File: src/rtl/mul_div_unit.sv
// mul_div_unit: iterative multiply/divide unit for the LEGv8 datapath.
// MUL/UMULH use a shift-add over a 2*WIDTH accumulator (LSB first).
// UDIV/SDIV use restoring division (MSB first). SDIV divides magnitudes
// and fixes the quotient sign when the result is written back.
// Handshake: start is sampled only in IDLE; busy is high from the cycle
// after accept until the unit is back in IDLE; write_en pulses for exactly
// one cycle (DONE) with write_data/write_add stable from the posedge.
module mul_div_unit #(
  parameter int WIDTH = 64
) (
  input  logic             clock,
  input  logic             reset,
  input  logic             start,
  input  logic [1:0]       op,
  input  logic [WIDTH-1:0] operand_a,
  input  logic [WIDTH-1:0] operand_b,
  input  logic [4:0]       dest_add,
  output logic             busy,
  output logic             write_en,
  output logic [4:0]       write_add,
  output logic [WIDTH-1:0] write_data,
  output logic [1:0]       dbg_state_o
);

  localparam int CW = (WIDTH > 1) ? $clog2(WIDTH) : 1;
  localparam logic [CW-1:0]    CNT_INIT = CW'(WIDTH - 1);
  localparam logic [CW-1:0]    CNT_ONE  = CW'(1);
  localparam logic [WIDTH-1:0] W_ONE    = WIDTH'(1);

  localparam logic [1:0] OP_MUL   = 2'b00;
  localparam logic [1:0] OP_UMULH = 2'b01;
  localparam logic [1:0] OP_UDIV  = 2'b10;
  localparam logic [1:0] OP_SDIV  = 2'b11;

  typedef enum logic [1:0] {
    S_IDLE = 2'd0,
    S_RUN  = 2'd1,
    S_DONE = 2'd2
  } state_t;

  state_t state_q, state_d;
  logic [CW-1:0] cnt_q, cnt_d;
  logic busy_q, busy_d;
  logic wen_q, wen_d;
  logic load, iterate, finish;

  // Operation context and datapath registers.
  logic [1:0]         op_q, op_d;
  logic [4:0]         dest_q, dest_d;
  logic               neg_q, neg_d;
  logic               div0_q, div0_d;
  logic [WIDTH-1:0]   opnd_q, opnd_d;   // multiplicand or divisor magnitude
  logic [2*WIDTH-1:0] acc_q, acc_d;     // product, or quotient in low half
  logic [WIDTH:0]     rem_q, rem_d;
  logic [WIDTH-1:0]   wdata_q, wdata_d;

  // Per-iteration datapath terms.
  logic [WIDTH:0]     mul_sum;
  logic [2*WIDTH-1:0] mul_next;
  logic [WIDTH:0]     div_shift;
  logic [WIDTH+1:0]   div_trial;
  logic               div_ok;
  logic [WIDTH:0]     div_rem_next;
  logic [WIDTH-1:0]   div_quo_next;
  logic [WIDTH-1:0]   a_abs, b_abs;
  logic [WIDTH-1:0]   result;

  assign busy        = busy_q;
  assign write_en    = wen_q;
  assign write_add   = dest_q;
  assign write_data  = wdata_q;
  assign dbg_state_o = state_q;

  // FSM next-state, iteration counter and registered status outputs.
  always_comb begin
    state_d = state_q;
    cnt_d   = cnt_q;
    load    = 1'b0;
    iterate = 1'b0;
    finish  = 1'b0;
    case (state_q)
      S_IDLE: begin
        if (start) begin
          state_d = S_RUN;
          cnt_d   = CNT_INIT;
          load    = 1'b1;
        end
      end
      S_RUN: begin
        iterate = 1'b1;
        if (cnt_q == '0) begin
          state_d = S_DONE;
          finish  = 1'b1;
        end else begin
          cnt_d = cnt_q - CNT_ONE;
        end
      end
      S_DONE: begin
        state_d = S_IDLE;
      end
      default: begin
        state_d = S_IDLE;
        cnt_d   = '0;
      end
    endcase
    busy_d = (state_d != S_IDLE);
    wen_d  = (state_d == S_DONE);
  end

  // FSM state register with synchronous reset (aborts any operation).
  always_ff @(posedge clock) begin
    if (reset) begin
      state_q <= S_IDLE;
      cnt_q   <= '0;
      busy_q  <= 1'b0;
      wen_q   <= 1'b0;
    end else begin
      state_q <= state_d;
      cnt_q   <= cnt_d;
      busy_q  <= busy_d;
      wen_q   <= wen_d;
    end
  end

  // Shift-add and restoring-divide step, operand capture and result select.
  always_comb begin
    mul_sum  = {1'b0, acc_q[2*WIDTH-1:WIDTH]} + (acc_q[0] ? {1'b0, opnd_q} : '0);
    mul_next = {mul_sum, acc_q[WIDTH-1:1]};

    div_shift    = {rem_q[WIDTH-1:0], acc_q[WIDTH-1]};
    div_trial    = {1'b0, div_shift} - {2'b00, opnd_q};
    div_ok       = ~div_trial[WIDTH+1];
    div_rem_next = div_ok ? div_trial[WIDTH:0] : div_shift;
    div_quo_next = {acc_q[WIDTH-2:0], div_ok};

    a_abs = (op == OP_SDIV && operand_a[WIDTH-1]) ? (~operand_a + W_ONE) : operand_a;
    b_abs = (op == OP_SDIV && operand_b[WIDTH-1]) ? (~operand_b + W_ONE) : operand_b;

    case (op_q)
      OP_MUL:   result = mul_next[WIDTH-1:0];
      OP_UMULH: result = mul_next[2*WIDTH-1:WIDTH];
      OP_UDIV:  result = div0_q ? '0 : div_quo_next;
      default:  result = div0_q ? '0 : (neg_q ? (~div_quo_next + W_ONE) : div_quo_next);
    endcase

    op_d    = op_q;
    dest_d  = dest_q;
    neg_d   = neg_q;
    div0_d  = div0_q;
    opnd_d  = opnd_q;
    acc_d   = acc_q;
    rem_d   = rem_q;
    wdata_d = wdata_q;

    if (load) begin
      op_d   = op;
      dest_d = dest_add;
      neg_d  = (op == OP_SDIV) && (operand_a[WIDTH-1] ^ operand_b[WIDTH-1]);
      div0_d = (operand_b == '0);
      rem_d  = '0;
      if (op[1]) begin
        opnd_d = b_abs;
        acc_d  = {{WIDTH{1'b0}}, a_abs};
      end else begin
        opnd_d = operand_a;
        acc_d  = {{WIDTH{1'b0}}, operand_b};
      end
    end

    if (iterate) begin
      if (op_q[1]) begin
        acc_d = {{WIDTH{1'b0}}, div_quo_next};
        rem_d = div_rem_next;
      end else begin
        acc_d = mul_next;
      end
    end

    if (finish) begin
      wdata_d = result;
    end
  end

  // Datapath registers; write_data holds until the next DONE.
  always_ff @(posedge clock) begin
    if (reset) begin
      op_q    <= 2'b00;
      dest_q  <= 5'd0;
      neg_q   <= 1'b0;
      div0_q  <= 1'b0;
      opnd_q  <= '0;
      acc_q   <= '0;
      rem_q   <= '0;
      wdata_q <= '0;
    end else begin
      op_q    <= op_d;
      dest_q  <= dest_d;
      neg_q   <= neg_d;
      div0_q  <= div0_d;
      opnd_q  <= opnd_d;
      acc_q   <= acc_d;
      rem_q   <= rem_d;
      wdata_q <= wdata_d;
    end
  end

endmodule

File: config.mk
export PLATFORM = sky130hd
export DESIGN_NAME = mul_div_unit
export DESIGN_NICKNAME = d
export VERILOG_FILES = /design/src/rtl/mul_div_unit.sv
export SDC_FILE = /design/constraint.sdc
export NUM_CORES = 1
export LEC_CHECK = 0
export CORE_MARGIN = 1.5
export CORE_UTILIZATION = 39
export DETAILED_ROUTE_END_ITERATION = 8
export GPL_TIMING_DRIVEN = 0
export PLACE_DENSITY = 0.61
export SLEW_MARGIN = 20
export SYNTH_ARGS = -nofsm -noshare
export SYNTH_HDL_FRONTEND = slang
export SYNTH_SLANG_ARGS = --single-unit
File: constraint.sdc
create_clock -name clock -period 6 [get_ports clock]
set_input_delay 0.6 -clock clock [delete_from_list [all_inputs] [get_ports clock]]
set_output_delay 0.6 -clock clock [all_outputs]
set_load 0.02 [all_outputs]
==> metrics.yaml <==
ff2ff_path_depth: 25
cts-buffers-inserted: 44
slowest_delay_ps: 510
vias: 31100
fmax_mhz: 168
yosys_most_used_dff: "dfxtp_1"
synthDominantCellAreaShare_pct: 24.5
p_leak_nw: 12.6
worstPathBufferInverterCount: 5
cts.clk_slew.worst_paths_ps: 60
critical_hold_path_startpoint: "write_add[2]$_SDFFE_PP0P_"
number_of_different_library_cells_in_the_post_synthesis_netlist: 98
port_buffers: 208
mappedNetlistNets: 4088
cpMaxStageDelayCell: "or3b_2"
detailedPlacementHpwl_mm: 109
first_global_vias: 29000
critical_path.reg2reg.startpoint: "acc_q[63]$_SDFFE_PP0P_"
rsz0062_at_grt: "true"
yosysSeqAreaShare_pct: 24.5
htree_num_levels: 2
timing.final.setup_violations: 0
share_comb_of_total_power_pct: 31.0
ant_nets: 0
cellPowerDensity_nw_per_um2: 234
area.growth.synth_to_final_pct: 17.7
ioPinCount: 211
worstHoldPathCells: 2
clock_sinks: 339
placed_cell_area_um2: 31000
power.ir.vdd_worst_uv: 170
worstSkewPairLatency_ps: 600
fp.dieH_um: 270
crit_path_max_fanout: 10
cts_root_buf: "clkbuf_16"
critical_path.startpoint: "acc_q[63]$_SDFFE_PP0P_"
post-synth-top-area-cell: "dfxtp_1"
power.net_switching_mw: 2.90
worst_hold_path_type: "reg -> reg"
slew_headroom_pct: 21.4
clock_power_share_pct: 35.6
finalCriticalPeriod_ps: 5940
final.setup_skew_ps: 21.5
synth.cell_area_um2: 27700
reg2reg_slack_ps: 60
drtPass1Iterations: 8
outcome: "finished, final reports clean"
layout.nets: 4353
worst-setup-path-type: "reg -> reg"
antenna_violations_before_repair: 1
crit_path_start_kind: "register"
intPower_mw: 4.73
synth_warnings: 0
design_area_um2: 32600
detail_route.wl_per_cell_um: 27.1
crit-reg2reg-capture: "write_data[60]$_SDFFE_PP0P_"
worst-endpoint-required_ps: 6490
netlist_instances: 3816
synth.top_cells.by_area: "dfxtp_1 (24%), nor2_1 (7.3%), a21oi_1 (7.2%), ha_1 (6.0%), xnor2_1 (4.6%)"
grt-ovfl-total: 0
place.gp.congestion: 1.02
timing.max_cap.violations: 0
grt_use_total_pct: 35.9
worstSetupEndpointType: "register"
drt_iter0_drc: 3274
holdPathEnd: "write_add[2]$_SDFFE_PP0P_"
die_width_um: 270
drc: 0
finalHoldViolCount: 0
start_util_pct: 39.5
number_of_flops_mapped_to_enable_cells_by_yosys: 0
clk_path_buf_depth: 3
whs_ps: 457
cts_tree: "built"
placeableCoreArea_um2: 70100
grt_max_degree: 20
worst-slew-pin-transition_ps: 1170
row_count: 97
critical_path_depth: 25
synthesis.area_per_instance_um2: 7.27
ys_seq_elements: 339
routed_wirelength_mm: 137
netSwitchingFraction_pct: 38.0
drive_above_1_share_pct: 4.70
drt-vias-per-instance: 6.16
design.die.area_um2: 72700
worstPathArrival_ps: 6420
ys_async_sr_fraction_pct: 0
period_share_pct: 99.0
crit_family: "simple AND/OR/NAND/NOR gates"
seq_power_share_pct: 33.4
grt_pass1_wl_mm: 196
slew_violations: 0
## timing repair
item | in CTS | in global routing
pin swaps | 4 | 5
setup endpoints to repair | 29 | 16
gates resized for setup | 20 | 11
buffers inserted | 8 | 3
hold buffers | 0 | 0
## power by group through the flow
stage | clock network (mW) | registers [mW] | logic, mW
floorplan | 0 | 2.56 | 1.31
global route | 2.80 | 2.56 | 2.49
CTS | 2.73 | 2.54 | 2.28
global placement | 0 | 2.58 | 2.26
finish | 2.71 | 2.55 | 2.37
detailed placement | 0 | 2.58 | 2.25
## worst max-delay path by stage
stage	end	slack, ps
after CTS	write_data[48]$_SDFFE_PP0P_	20
after global routing	write_data[48]$_SDFFE_PP0P_	-100
final	write_data[60]$_SDFFE_PP0P_	60
after global placement	write_data[60]$_SDFFE_PP0P_	-1740
after floorplan	write_data[60]$_SDFFE_PP0P_	500
after detailed placement	write_data[60]$_SDFFE_PP0P_	-1810
## sequential cells by signal (all words and copies together), names as in the netlist
name / cells
acc_q: 128
busy: 1
cnt_q: 6
dbg_state_o: 2
div0_q: 1
neg_q: 1
op_q: 2
opnd_q: 64
rem_q: 64
write_add: 5
write_data: 64
write_en: 1
## worst reg2reg max path: cells and delay by family, from the launching register on
kind	cells	cell delay, ps
AND/OR/NAND/NOR	9	2150
buffers and inverters	5	790
XOR/XNOR	1	170
AO/OA/AOI/OAI	8	1870
flip-flops	1	390
adder cells (fa/ha/maj)	2	470
## layout by cell type, fill, tap and decap left out, drive strengths merged, types with 75 or more instances in the layout
cell type,instances
xnor2,145
xor2,142
ha,132
clkbuf,303
nand2,298
nor2,539
dfxtp,339
o21ai,256
a22oi,75
a21o,79
nor3,104
clkdlybuf4s50,208
a211oi,107
inv,125
mux2i,78
a21oi,400
## per-layer routing
| metal | wire (µm) | GRT usage [%] |
|---|---|---|
| met5 | 0 | 0 |
| met3 | 13200 | 7.13 |
| met1 | 58700 | 48.7 |
| met4 | 6440 | 15.4 |
| met2 | 58300 | 55.1 |
## kinds of logic after synthesis
group                      after synthesis  share of synthesized area [%]
AOI/OAI and AO/OA                     1308                           30.7
xor gates and xnor gates               287                           9.06
adders and majority gates              134                           6.10
buffers and inverters                  423                           6.03
DFF                                    339                           24.5
muxes                                   87                           3.18
and+or+nand+nor                       1238                           20.5
## synthesized netlist by cell type (7+ instances only)
cell type  number
and2_1         12
or4_1          21
nor4_1         21
or2_2          10
nand3_1        44
a211oi_1      106
o21a_1         11
o22ai_1        17
o211ai_1       41
or3_1          36
nand2_1       298
xor2_1        142
a221o_1        27
inv_1         124
nor2b_1        21
o21bai_1       33
xnor2_1       145
mux2i_1        78
dfxtp_1       339
nor2_1        538
clkbuf_1      242
a31oi_1        36
a21oi_1       399
buf_4           8
o41ai_1        23
a221oi_1       34
buf_2          18
nand2b_1       24
buf_1          22
and4_1          7
o31a_1          8
o221ai_1        9
nand4_1        35
a21o_1         79
a22oi_1        75
mux2_2          9
a2bb2oi_1       8
a211o_1         9
a22o_1         43
nor3_1        100
o21ai_0       251
o31ai_1        31
and3_1         30
ha_1          132
## layout make-up
cell class	count	area (µm²)
fillers	7358	37500
multi-input cells	3054	19400
flip-flops and latches	339	6790
repair buffers	221	2180
clock buffers	59	1260
plain buffers	296	1210
well taps	940	1180
inverters	125	472
clock inverters	15	163
diodes	1	2.50
## through the flow
stage	setup WS, ps	util, %	total power [mW]	instances	setup TNS, ps
after detailed placement	-1810	44.2	4.84	4966	-30910
after floorplan	503	-	3.86	3816	0
after global placement	-1740	44.2	4.84	4964	-29050
after global routing	-103	46.5	7.85	5049	-162
final	61.3	46.5	7.63	5050	0
after CTS	15.9	46.4	7.55	5047	0
Power figures use the tool's default switching activity.
